===== config.mk =====
export PLATFORM = sky130hd
export DESIGN_NAME = conv_accum
export DESIGN_NICKNAME = d
export VERILOG_FILES = /design/src/rtl/conv_accum.sv
export SDC_FILE = /design/constraint.sdc
export NUM_CORES = 1
export LEC_CHECK = 0
export BUFFER_PORTS_ARGS = -buffer_cell sky130_fd_sc_hd__buf_4
export CELL_PAD_IN_SITES_DETAIL_PLACEMENT = 1
export CELL_PAD_IN_SITES_GLOBAL_PLACEMENT = 1
export CORE_MARGIN = 5
export CORE_UTILIZATION = 42
export CTS_CLUSTER_DIAMETER = 40
export DETAILED_ROUTE_END_ITERATION = 12
export PLACE_DENSITY = 0.8
export SYNTH_ARGS = -nofsm -noshare
export SYNTH_HDL_FRONTEND = slang
export SYNTH_SLANG_ARGS = --single-unit

===== constraint.sdc =====
create_clock -name clk -period 5.19 [get_ports clk]
set_input_delay 1.038 -clock clk [delete_from_list [all_inputs] [get_ports clk]]
set_output_delay 1.038 -clock clk [all_outputs]
set_load 0.01 [all_outputs]

===== src/rtl/conv_accum.sv =====
// conv_accum: 25-product window accumulator with bias, rounding, rescale and 9-bit saturation; `CONV_RELU_EN clamps negative results to 0
module conv_accum #(
    parameter int BIAS_SHIFT = 7,
    parameter int OUT_SHIFT  = 7,
    parameter int ACC_W      = 24
) (
    input  logic                clk,
    input  logic                rst,
    input  logic                prod_valid,
    input  logic                prod_first,
    input  logic signed [17:0]  prod_1,
    input  logic signed [17:0]  prod_2,
    input  logic signed [17:0]  prod_3,
    input  logic signed [17:0]  prod_4,
    input  logic signed [17:0]  prod_5,
    input  logic signed [8:0]   bias,
    output logic                conv_valid,
    output logic signed [8:0]   conv_data,
    output logic                seq_err
);
    typedef logic signed [ACC_W-1:0] acc_t;
    localparam acc_t RND  = acc_t'(1) << (OUT_SHIFT - 1);
    localparam acc_t MAXV = acc_t'(255);
    localparam acc_t MINV = acc_t'(-256);
    logic [2:0] col;
    logic start, cont, err;
    logic s1_v, s1_first, s1_last, s2_v, s3_v;
    logic signed [8:0] bias1, bias2, sat;
    acc_t sum, sum5, acc, bias_al, t, sh, res, s3_sh;
    always_comb begin
        start   = prod_valid & prod_first;
        cont    = prod_valid & ~prod_first & (col != 3'd0);
        err     = prod_valid & (prod_first == (col != 3'd0));
        sum     = acc_t'(prod_1) + acc_t'(prod_2) + acc_t'(prod_3) + acc_t'(prod_4) + acc_t'(prod_5);
        bias_al = acc_t'(bias2) <<< BIAS_SHIFT;
        t       = acc + bias_al + RND;
        sh      = t >>> OUT_SHIFT;
`ifdef CONV_RELU_EN
        res     = sh < acc_t'(0) ? acc_t'(0) : sh;
`else
        res     = sh;
`endif
        sat     = s3_sh > MAXV ? 9'h0ff : s3_sh < MINV ? 9'h100 : s3_sh[8:0];
    end
    always_ff @(posedge clk) begin
        if (rst) begin
            col        <= 3'd0;
            s1_v       <= 1'b0;
            s1_first   <= 1'b0;
            s1_last    <= 1'b0;
            s2_v       <= 1'b0;
            s3_v       <= 1'b0;
            sum5       <= '0;
            acc        <= '0;
            s3_sh      <= '0;
            bias1      <= '0;
            bias2      <= '0;
            conv_valid <= 1'b0;
            conv_data  <= '0;
            seq_err    <= 1'b0;
        end else begin
            col      <= start ? 3'd1 : cont ? (col == 3'd4 ? 3'd0 : col + 3'd1) : col;
            s1_v     <= start | cont;
            s1_first <= start;
            s1_last  <= cont & (col == 3'd4);
            sum5     <= sum;
            if (start) bias1 <= bias;
            // a first beat reloads the accumulator, which also discards any aborted partial window
            if (s1_v) acc <= s1_first ? sum5 : acc + sum5;
            if (s1_v & s1_first) bias2 <= bias1;
            s2_v       <= s1_v & s1_last;
            s3_v       <= s2_v;
            s3_sh      <= res;
            conv_valid <= s3_v;
            if (s3_v) conv_data <= sat;
            seq_err    <= err;
        end
    end
endmodule


==> summary.md, run 1 <==
| Metric | Value |
|---|---|
| First-pass DRT Iterations | 4 |
| Slew @ Worst Pin | 893 ps |
| Routed wire length | 18800 um |
| Vias in the first global route | 6848 |
| DR iter-0 viols | 230 |
| Fmax | 0.207 GHz |
| Die area | 0.0214 mm^2 |
| IO Pins | 114 |
| P_leak | 4.47 nW |
| Critical Path Source | prod_1[8] |
| Drt wl/cell | 14.6 um |
| Most frequent cells in the layout | inv_1 (170), buf_4 (118), dfxtp_1 (99), nand2_1 (80), a21oi_1 (79) |
| Final hold slack | 440 ps |
| HPWL after DPL | 15000 um |
| Post-Synthesis Cells | 951 |
| Die Height | 146 um |
| Cell row count | 49 |
| WS Path Type | input port to register |
| Hold Path Class | register to register |
| Critical Path Max Stage Delay | 540 ps |
| CP cell instances | buf_4 -> inv_1 -> fa_1 -> inv_1 -> fa_1 -> inv_1 -> fa_1 -> inv_1 -> ha_1 -> a21o_1 -> a221o_1 -> a21oi_2 -> o21ai_2 -> a311oi_2 -> o21ai_2 -> a2111o_1 -> a21oi_1 |
| ANT cells | 0 |
| R2R Path Start | sum5[0] |
| Worst-Skew Late Latency | 360 ps |
| Synth top area cells | dfxtp_1 (26%), fa_1 (15%), ha_1 (10%) |
| Starting Density | 43.0% |
| Post-CTS sizing | 0 |
| Max_cap viols | 0 |
| GRT Util Overall | 17.7% |
| Mean Syn Cell Area | 8.21 um^2 |
| Post-synth ARST share | 0% |
| Floorplan core area | 0.0181 mm^2 |
| Worst setup SP type | input port |
| Share of cells above drive strength 1 | 14.3% |
| Critical Path End Type | register |
| Initial antenna violation count | 0 |
| Pin count of the biggest net entering global routing | 60 |
| Clock buffer count from CTS | 9 |
| Delay-heaviest family, CP | compound AO/OA/AOI/OAI gates |
| Via count normalized by instance count | 5.19 |
| CTS sink count | 100 |
| Via count | 6676 |
| Die width | 146 um |
| Most common cell after layout, fill and taps aside | inv_1 |
| Maximum vdd drop | 0.178 mV |
| Layout Utilization | 50.6% |
| Dpl ws | -5.65 ps |
| Ys Warns | 0 |
| Area Growth Syn to Fin | 17.7% |
| I/O Buffers | 113 |
| FF-to-FF End | acc[22] |
| Clock slew at reported path FFs | 70 ps |
| Setup violators final | 0 |
| GP Congestion | 0.849 |
| Drt drc | 0 |
| Crit path time final | 4830 ps |
| Final setup margin | 360 ps |
| Post-synthesis register bit count | 100 |
| Postcts setup bufs | 0 |
| Fill cells | 2236 |
| Root buffer cell | clkbuf_16 |
| Yosys top cell by area | dfxtp_1 |
| Worst-case reg-to-reg path depth | 11 |
| RSZ-0062 raised after global routing | false |
| Final cycle utilization of the critical path | 93.1% |
| Hold Buf Count CTS | 0 |
| Slew Viols, Final | 0 |
| PwrDens | 359 mW/mm^2 |
| Critical Path Stages | 17 |
| Gr ovfl total | 0 |
| Most used DFF post-synth | dfxtp_1 |
| Synth Net Count | 1175 |
| Synth top area share | 25.6% |
| Setup skew after layout | 9.77 ps |
| Slew margin rel. | 40.3% |
| CTS H-Tree Depth | 3 |
| Final antenna-violating net count | 0 |
| Crit path buffers/inverters | 5 |
| Distinct cells, synth | 60 |
| CP dominant cell by count | inv_1 |
| EDFF count, synth | 0 |
| Cell area after layout | 0.00919 mm^2 |
| R2R Setup Slk | 2210 ps |
| Worst Path Required | 5470 ps |
| Setup crit end | sum5[22] |
| Global-route wire length before repair | 32000 um |
| Final Hold Viols | 0 |
| Post-DP Area | 0.00888 mm^2 |
| Critical Path AT | 5110 ps |
| CP max stage cell | fa_1 |
| Sequential share of the synthesized area | 25.6% |
| CP max FO | 4 |
| Nets | 1276 |
| Clock Tree Buf Depth | 2 |
| TritonCTS clock tree | yes |
| Status | finished clean |
| Synthesized area | 0.00781 mm^2 |
-- cell families after synthesis --
group | share of synthesized area (%)
AOI/OAI and AO/OA | 18.6
xor gates and xnor gates | 4.26
adders and majority gates | 25.0
buffers and inverters | 9.57
DFF | 25.6
muxes | 1.33
and+or+nand+nor | 15.6
-- area by class of cell --
type                            instances  area (um^2)  area share (%)
Timing Repair Buffer                  118          886            9.64
Tap cell                              229          287            3.12
Inverter                              171          642            6.98
Clock buffer                           10          229            2.49
Multi-Input combinational cell        652         5060            55.0
Clock inverter                          6         86.3           0.939
Sequential cell                       100         2000            21.8
-- per-layer routing --
metal	share of wire (%)	global-route usage, %	up-vias
met5	0	0	-
met4	1.1	3.72	0
met3	3.8	3.38	13
met2	50	31.8	86
met1	45	22.2	3227
li1	-	-	3350
-- worst min-delay path by stage --
stage | from | to | slack (ps) | depth (start not counted)
finish | s2_v | s3_v | 440 | 1
global route | s2_v | s3_v | 470 | 1
CTS | s2_v | s3_v | 450 | 1
detailed placement | s2_v | s3_v | 430 | 1
global placement | s2_v | s3_v | 420 | 1
floorplan | s2_v | s3_v | 410 | 1
-- report_power, final --
part	switching (mW)	total, mW	internal [mW]
logic	0.869	1.62	0.749
registers	0.0850	0.959	0.874
clock network	0.302	0.725	0.423
total	1.26	3.30	2.05
-- flip-flops by register name, indices dropped and copies added, names as in the netlist --
signal / cells
s2_v: 1
sum5: 22
s1_v: 1
bias1: 9
s3_v: 1
conv_valid: 1
s1_last: 1
col: 3
conv_data: 9
s1_first: 1
acc: 24
seq_err: 1
bias2: 9
s3_sh: 17
-- synth_stat cells, types with 6 or more instances --
| cell | number |
|---|---|
| inv_1 | 170 |
| dfxtp_1 | 100 |
| nand2_1 | 80 |
| a21oi_1 | 79 |
| nor2_1 | 77 |
| ha_1 | 63 |
| fa_1 | 58 |
| o21ai_0 | 36 |
| clkbuf_1 | 25 |
| a21o_1 | 24 |
| xnor2_1 | 24 |
| nand2b_1 | 16 |
| nor3_1 | 15 |
| xor2_1 | 14 |
| and3_1 | 12 |
| a31oi_1 | 11 |
| nand3_1 | 10 |
| nor2b_1 | 10 |
| a311oi_1 | 9 |
| a211oi_1 | 7 |
| a21boi_0 | 7 |
| mux2i_1 | 7 |
| o21bai_1 | 7 |
| nor3b_1 | 6 |
-- stage by stage --
| stage | power (mW) | setup TNS, ps | std cells |
|---|---|---|---|
| floorplan | 2.19 | 0 | 951 |
| global placement | 2.55 | 0 | 1270 |
| detailed placement | 2.60 | -5.65 | 1270 |
| CTS | 3.34 | 0 | 1286 |
| global route | 3.59 | 0 | 1286 |
| finish | 3.30 | 0 | 1286 |
Power figures use the tool's default switching activity.
==> run 2: changes to the inputs <==
--- a/config.mk
+++ b/config.mk
@@ -10,6 +10,7 @@
 export CELL_PAD_IN_SITES_GLOBAL_PLACEMENT = 1
 export CORE_MARGIN = 5
 export CORE_UTILIZATION = 42
+export CTS_BUF_LIST = sky130_fd_sc_hd__clkbuf_8
 export CTS_CLUSTER_DIAMETER = 40
 export DETAILED_ROUTE_END_ITERATION = 12
 export PLACE_DENSITY = 0.8
==> run 2 against run 1 <==
- clock-buffer cell count decreased by 1
- routed wire length fell by 0.56%
- maximum frequency increased by 0.84%
- core utilization fell by 0.56 points
- die area unchanged
- via count is 0.88% lower
- worst setup slack better by 40 ps
- largest power group unchanged
- highest routed layer unchanged
==> summary.md, run 2 (synthesis results as in run 1) <==
| Metric | Value |
|---|---|
| Status | finished clean |
| Clock buffer count from CTS | 9 |
| CP max FO | 4 |
| ANT cells | 0 |
| Top reg by flops | acc |
| M1 GR Usage | 21.9% |
| Share of cells above drive strength 1 | 14.3% |
| Die area | 0.0214 mm^2 |
| Slew Viols, Final | 0 |
| HPWL after DPL | 15000 um |
| TritonCTS clock tree | yes |
| Maximum vdd drop | 0.124 mV |
| Power share of the sequential group | 30.7% |
| Cell row count | 49 |
| WS Path Type | input port to register |
| Clock slew at reported path FFs | 100 ps |
| Die Height | 146 um |
| PwrDens | 344 mW/mm^2 |
| Most frequent cells in the layout | inv_1 (171), buf_4 (118), dfxtp_1 (99), nand2_1 (80), a21oi_1 (79) |
| Clock share of power | 17.6% |
| Post-CTS sizing | 0 |
| First-pass DRT Iterations | 4 |
| Hold Path Class | register to register |
| Pin count of the biggest net entering global routing | 60 |
| Die width | 146 um |
| Final antenna-violating net count | 0 |
| GRT Util Overall | 17.6% |
| Setup skew after layout | 11.7 ps |
| Slew @ Worst Pin | 866 ps |
| Worst setup SP type | input port |
| Sw frac | 39.5% |
| Cell area after layout | 0.00909 mm^2 |
| Critical Path End Type | register |
| Final hold slack | 447 ps |
| Hold depth | 1 |
| CTS H-Tree Depth | 3 |
| Largest registers | acc (24), sum5 (22), s3_sh (17) |
| Postcts setup bufs | 0 |
| Final cycle utilization of the critical path | 92.3% |
| GP Congestion | 0.849 |
| Critical Path AT | 5100 ps |
| Crit path time final | 4790 ps |
| Met2 Use GR | 31.6% |
| Worst-Skew Late Latency | 380 ps |
| Max reg flops | 24 |
| Net Switching | 1.23 mW |
| I/O Buffers | 113 |
| Area Growth Syn to Fin | 16.4% |
| Hold Buf Count CTS | 0 |
| Setup TNS | 0 ps |
| CTS sink count | 100 |
| Routed wire length | 18700 um |
| Vias in the first global route | 6803 |
| Max_cap viols | 0 |
| Starting Density | 43.0% |
| Most common cell after layout, fill and taps aside | inv_1 |
| Root buffer cell | clkbuf_8 |
| Via count | 6617 |
| Worst-case reg-to-reg path depth | 11 |
| Drt wl/cell | 14.5 um |
| RSZ-0062 raised after global routing | false |
| Met3 Use GR | 3.87% |
| Gr ovfl total | 0 |
| Nets | 1276 |
| Via count normalized by instance count | 5.15 |
| P_leak | 4.43 nW |
| Worst Path Required | 5500 ps |
| Internal power | 1.89 mW |
| Post-DP Area | 0.00888 mm^2 |
| Initial antenna violation count | 0 |
| Clock Tree Buf Depth | 2 |
| Top Usage Layer GRT | met2 |
| Setup violators final | 0 |
| IO Pins | 114 |
| Slew margin rel. | 42.0% |
| DR iter-0 viols | 234 |
| Fmax | 0.209 GHz |
| Final Hold Viols | 0 |
| Floorplan core area | 0.0181 mm^2 |
| Drt drc | 0 |
| Combinational power share | 51.7% |
| Global-route wire length before repair | 31800 um |
run 2: changes by cell type in the layout (fill, tap and decap cells not counted):
| cell | change |
|---|---|
| clkbuf_16 | -9 |
| clkbuf_1 | -1 |
| clkbuf_8 | +9 |
| inv_1 | +1 |
run 2: worst paths after layout:
kind / from / endpoint / slack [ps]
setup reg to reg: sum5[0] / acc[22] / 2220
hold / removal: s2_v / s3_v / 450
setup / recovery: prod_1[8] / sum5[22] / 400
hold reg to reg: s2_v / s3_v / 450
run 2: metrics by stage:
step	total power, mW	utilization (%)	cells	worst slack, ps
floorplan	2.19	-	951	347
global placement	2.55	48.9	1270	63.9
detailed placement	2.60	48.9	1270	-5.65
CTS	3.17	50.1	1286	384
global route	3.42	50.1	1286	229
finish	3.13	50.1	1286	401
run 2: power by group through the flow:
stage / Combinational (mW) / Sequential (mW) / Clock, mW
after floorplan: 1.25 / 0.940 / 0
after detailed placement: 1.63 / 0.977 / 0
after global routing: 1.85 / 0.971 / 0.598
after global placement: 1.58 / 0.975 / 0
final: 1.62 / 0.958 / 0.550
after CTS: 1.64 / 0.959 / 0.570
run 2: final cells by class:
| class | count | area (um^2) |
|---|---|---|
| fillers | 2245 | 9060 |
| multi-input cells | 652 | 5060 |
| flip-flops and latches | 100 | 2000 |
| repair buffers | 118 | 886 |
| inverters | 171 | 642 |
| well taps | 229 | 287 |
| clock buffers | 9 | 124 |
| clock inverters | 7 | 90.1 |
run 2: layer usage:
metal	vias to the layer above	wire [um]
met4	0	158
met5	-	0
met2	81	9360
met3	9	741
li1	3346	-
met1	3181	8420
run 2: critical path, cell delays in order:
cell,delay (ps)
buf_4,80
inv_1,40
fa_1,540
inv_1,60
fa_1,490
inv_1,50
fa_1,500
inv_1,40
ha_1,330
a21o_1,210
a221o_1,360
a21oi_2,180
o21ai_2,120
a311oi_2,380
o21ai_2,130
a2111o_1,410
a21oi_1,140
==> run 3: changes to the inputs <==
--- a/config.mk
+++ b/config.mk
@@ -5,11 +5,11 @@
 export SDC_FILE = /design/constraint.sdc
 export NUM_CORES = 1
 export LEC_CHECK = 0
+export ABC_CLOCK_PERIOD_IN_PS = 4000
 export BUFFER_PORTS_ARGS = -buffer_cell sky130_fd_sc_hd__buf_4
 export CELL_PAD_IN_SITES_DETAIL_PLACEMENT = 1
 export CELL_PAD_IN_SITES_GLOBAL_PLACEMENT = 1
-export CORE_MARGIN = 5
-export CORE_UTILIZATION = 42
+export CORE_UTILIZATION = 40
 export CTS_BUF_LIST = sky130_fd_sc_hd__clkbuf_8
 export CTS_CLUSTER_DIAMETER = 40
 export DETAILED_ROUTE_END_ITERATION = 12
==> constraint.sdc (replaced) <==
create_clock -name clk -period 4 [get_ports clk]
set_input_delay 0.8 -clock clk [delete_from_list [all_inputs] [get_ports clk]]
set_output_delay 0.8 -clock clk [all_outputs]
set_load 0.01 [all_outputs]
==> run 3 against run 2 <==
- the flow now finishes with violations (negative setup slack)
- die area decreased by 6.2%
- final area increased by 6.1%
- total power increased by 50%
- register-to-register slack got worse by 1300 ps
- first-iteration DRC count increased by 12%
- global-route usage increased by 3.0 points
- sequential share of layout area decreased by 1.3 points
==> summary.md, run 3 (synthesis results as in run 1) <==
| Metric | Value |
|---|---|
| Setup skew after layout | 19.9 ps |
| Failing checks | negative setup slack |
| Top reg by flops | acc |
| Most frequent cells in the layout | inv_1 (161), buf_4 (159), dfxtp_1 (100), nand2_1 (79), nor2_1 (77) |
| Via count | 6943 |
| R2R Path Start | sum5[0] |
| Final antenna-violating net count | 0 |
| Final cycle utilization of the critical path | 107% |
| Worst-Skew Late Latency | 400 ps |
| R2R Setup Slk | 910 ps |
| Slew @ Worst Pin | 640 ps |
| Floorplan core area | 0.0189 mm^2 |
| ANT cells | 0 |
| Most common cell after layout, fill and taps aside | inv_1 |
| Vias in the first global route | 7322 |
| Critical Path Source | prod_1[8] |
| Die Height | 142 um |
| Drt wl/cell | 14.5 um |
| First-pass DRT Iterations | 4 |
| Final hold slack | 455 ps |
| CTS sink count | 100 |
| Worst setup SP type | input port |
| Largest registers | acc (24), sum5 (22), s3_sh (17) |
| Global-route wire length before repair | 33600 um |
| Crit path buffers/inverters | 6 |
| FF-to-FF End | acc[22] |
| Worst Path Required | 4330 ps |
| Routed wire length | 19800 um |
| Drt drc | 0 |
| Hold Path Class | register to register |
| Slew margin rel. | 57.2% |
| M1 GR Usage | 25.5% |
| Max reg flops | 24 |
| WS Path Type | input port to register |
| Root buffer cell | clkbuf_8 |
| PwrDens | 485 mW/mm^2 |
| Fmax | 0.234 GHz |
| Final setup margin | -278 ps |
| Via count normalized by instance count | 5.10 |
| CP cell instances | buf_8 -> inv_4 -> fa_1 -> inv_2 -> fa_1 -> inv_2 -> fa_1 -> inv_2 -> ha_4 -> a21o_1 -> a221o_1 -> a21oi_2 -> o21ai_4 -> a311oi_2 -> buf_4 -> o21ai_2 -> a2111o_1 -> a21oi_2 |
| Clock buffer count from CTS | 9 |
| CP max FO | 3 |
| Critical Path Stages | 18 |
| CTS H-Tree Depth | 3 |
| I/O Buffers | 113 |
| Pin count of the biggest net entering global routing | 53 |
| Setup crit end | sum5[22] |
| Crit path time final | 4280 ps |
| Clock Tree Buf Depth | 2 |
| GRT Util Overall | 20.6% |
| Starting Density | 41.3% |
| DR iter-0 viols | 262 |
| CP max stage cell | fa_1 |
| TritonCTS clock tree | yes |
| Hold Buf Count CTS | 0 |
| Post-DP Area | 0.00928 mm^2 |
| Critical Path Max Stage Delay | 540 ps |
| Initial antenna violation count | 0 |
| P_leak | 4.67 nW |
| Setup violators final | 10 |
| Clock slew at reported path FFs | 100 ps |
| Delay-heaviest family, CP | adder cells |
| RSZ-0062 raised after global routing | true |
| Die area | 0.0201 mm^2 |
| Max_cap viols | 0 |
| Share of cells above drive strength 1 | 20.4% |
| Gr ovfl total | 0 |
| Top Usage Layer GRT | met2 |
| Die width | 142 um |
| GP Congestion | 0.875 |
| Nets | 1321 |
| Status | complete, but fails checks |
| Maximum vdd drop | 0.215 mV |
| Cell row count | 50 |
| HPWL after DPL | 15500 um |
| IO Pins | 114 |
| Met2 Use GR | 37.0% |
| Final Hold Viols | 0 |
| Critical Path AT | 4610 ps |
| Total chip power | 4.67 mW |
| Area Growth Syn to Fin | 23.5% |
| Worst-case reg-to-reg path depth | 11 |
| Cell area after layout | 0.00964 mm^2 |
| Critical Path End Type | register |
| Met3 Use GR | 2.50% |
| Hold Crit Start | bias1[8] |
| Slew Viols, Final | 0 |
run 3: cell types whose count changed in the layout (fill, tap and decap cells not counted), sizes merged:
| cell | delta |
|---|---|
| buf | +45 |
| clkinv | -1 |
| inv | +3 |
| bufinv | -2 |
run 3: timing repair:
action	4_1_cts	5_1_grt
pin swaps	8	21
hold endpoints to repair	0	0
setup buffers	3	5
endpoints found under the setup margin	9	13
gates resized for setup	13	14
cloned	0	0
run 3: worst min-delay path by stage:
stage	to	cells after the start
after floorplan	s3_v	1
after global placement	s3_v	1
after detailed placement	bias2[8]	2
after CTS	bias2[8]	2
after global routing	bias2[7]	2
final	bias2[8]	2
run 3: worst register-to-register path, cell delays in order (launching register included):
cell	delay, ps
dfxtp_1	350
ha_1	180
inv_1	60
fa_1	370
nand2b_1	200
a21oi_1	260
o21ai_0	230
a21oi_1	390
o2111ai_1	240
and2_1	230
a311oi_1	310
o21ai_0	150
run 3: per-stage QoR:
stage	TNS, ps	utilization, %	worst slack (ps)	instances
5_1_grt	-2670	51.0	-410	1362
6_report	-1170	51.0	-278	1362
3_3_place_gp	-5380	49.1	-631	1339
4_1_cts	-358	50.6	-208	1358
3_5_place_dp	-6700	49.1	-763	1339
2_1_floorplan	-861	-	-364	951
run 3: power by group:
| group | leakage (nW) | internal, mW | switching, mW |
|---|---|---|---|
| Clock | 0.0939 | 0.236 | 0.392 |
| Sequential | 0.818 | 1.13 | 0.114 |
| Combinational | 3.76 | 1.42 | 1.38 |
run 3: layout make-up:
type / count / area (um^2)
Sequential cell: 100 / 2000
Clock buffer: 9 / 124
Tap cell: 260 / 325
Multi-Input combinational cell: 652 / 5230
Fill cell: 2334 / 9250
Clock inverter: 7 / 57.6
Timing Repair Buffer: 163 / 1250
Inverter: 171 / 654
run 3: per-layer routing:
layer  vias to the layer above  share of wire (%)
met5                         -                  0
li1                       3442                  -
met2                        95                 51
met1                      3383                 45
met4                         0                1.8
met3                        23                2.7
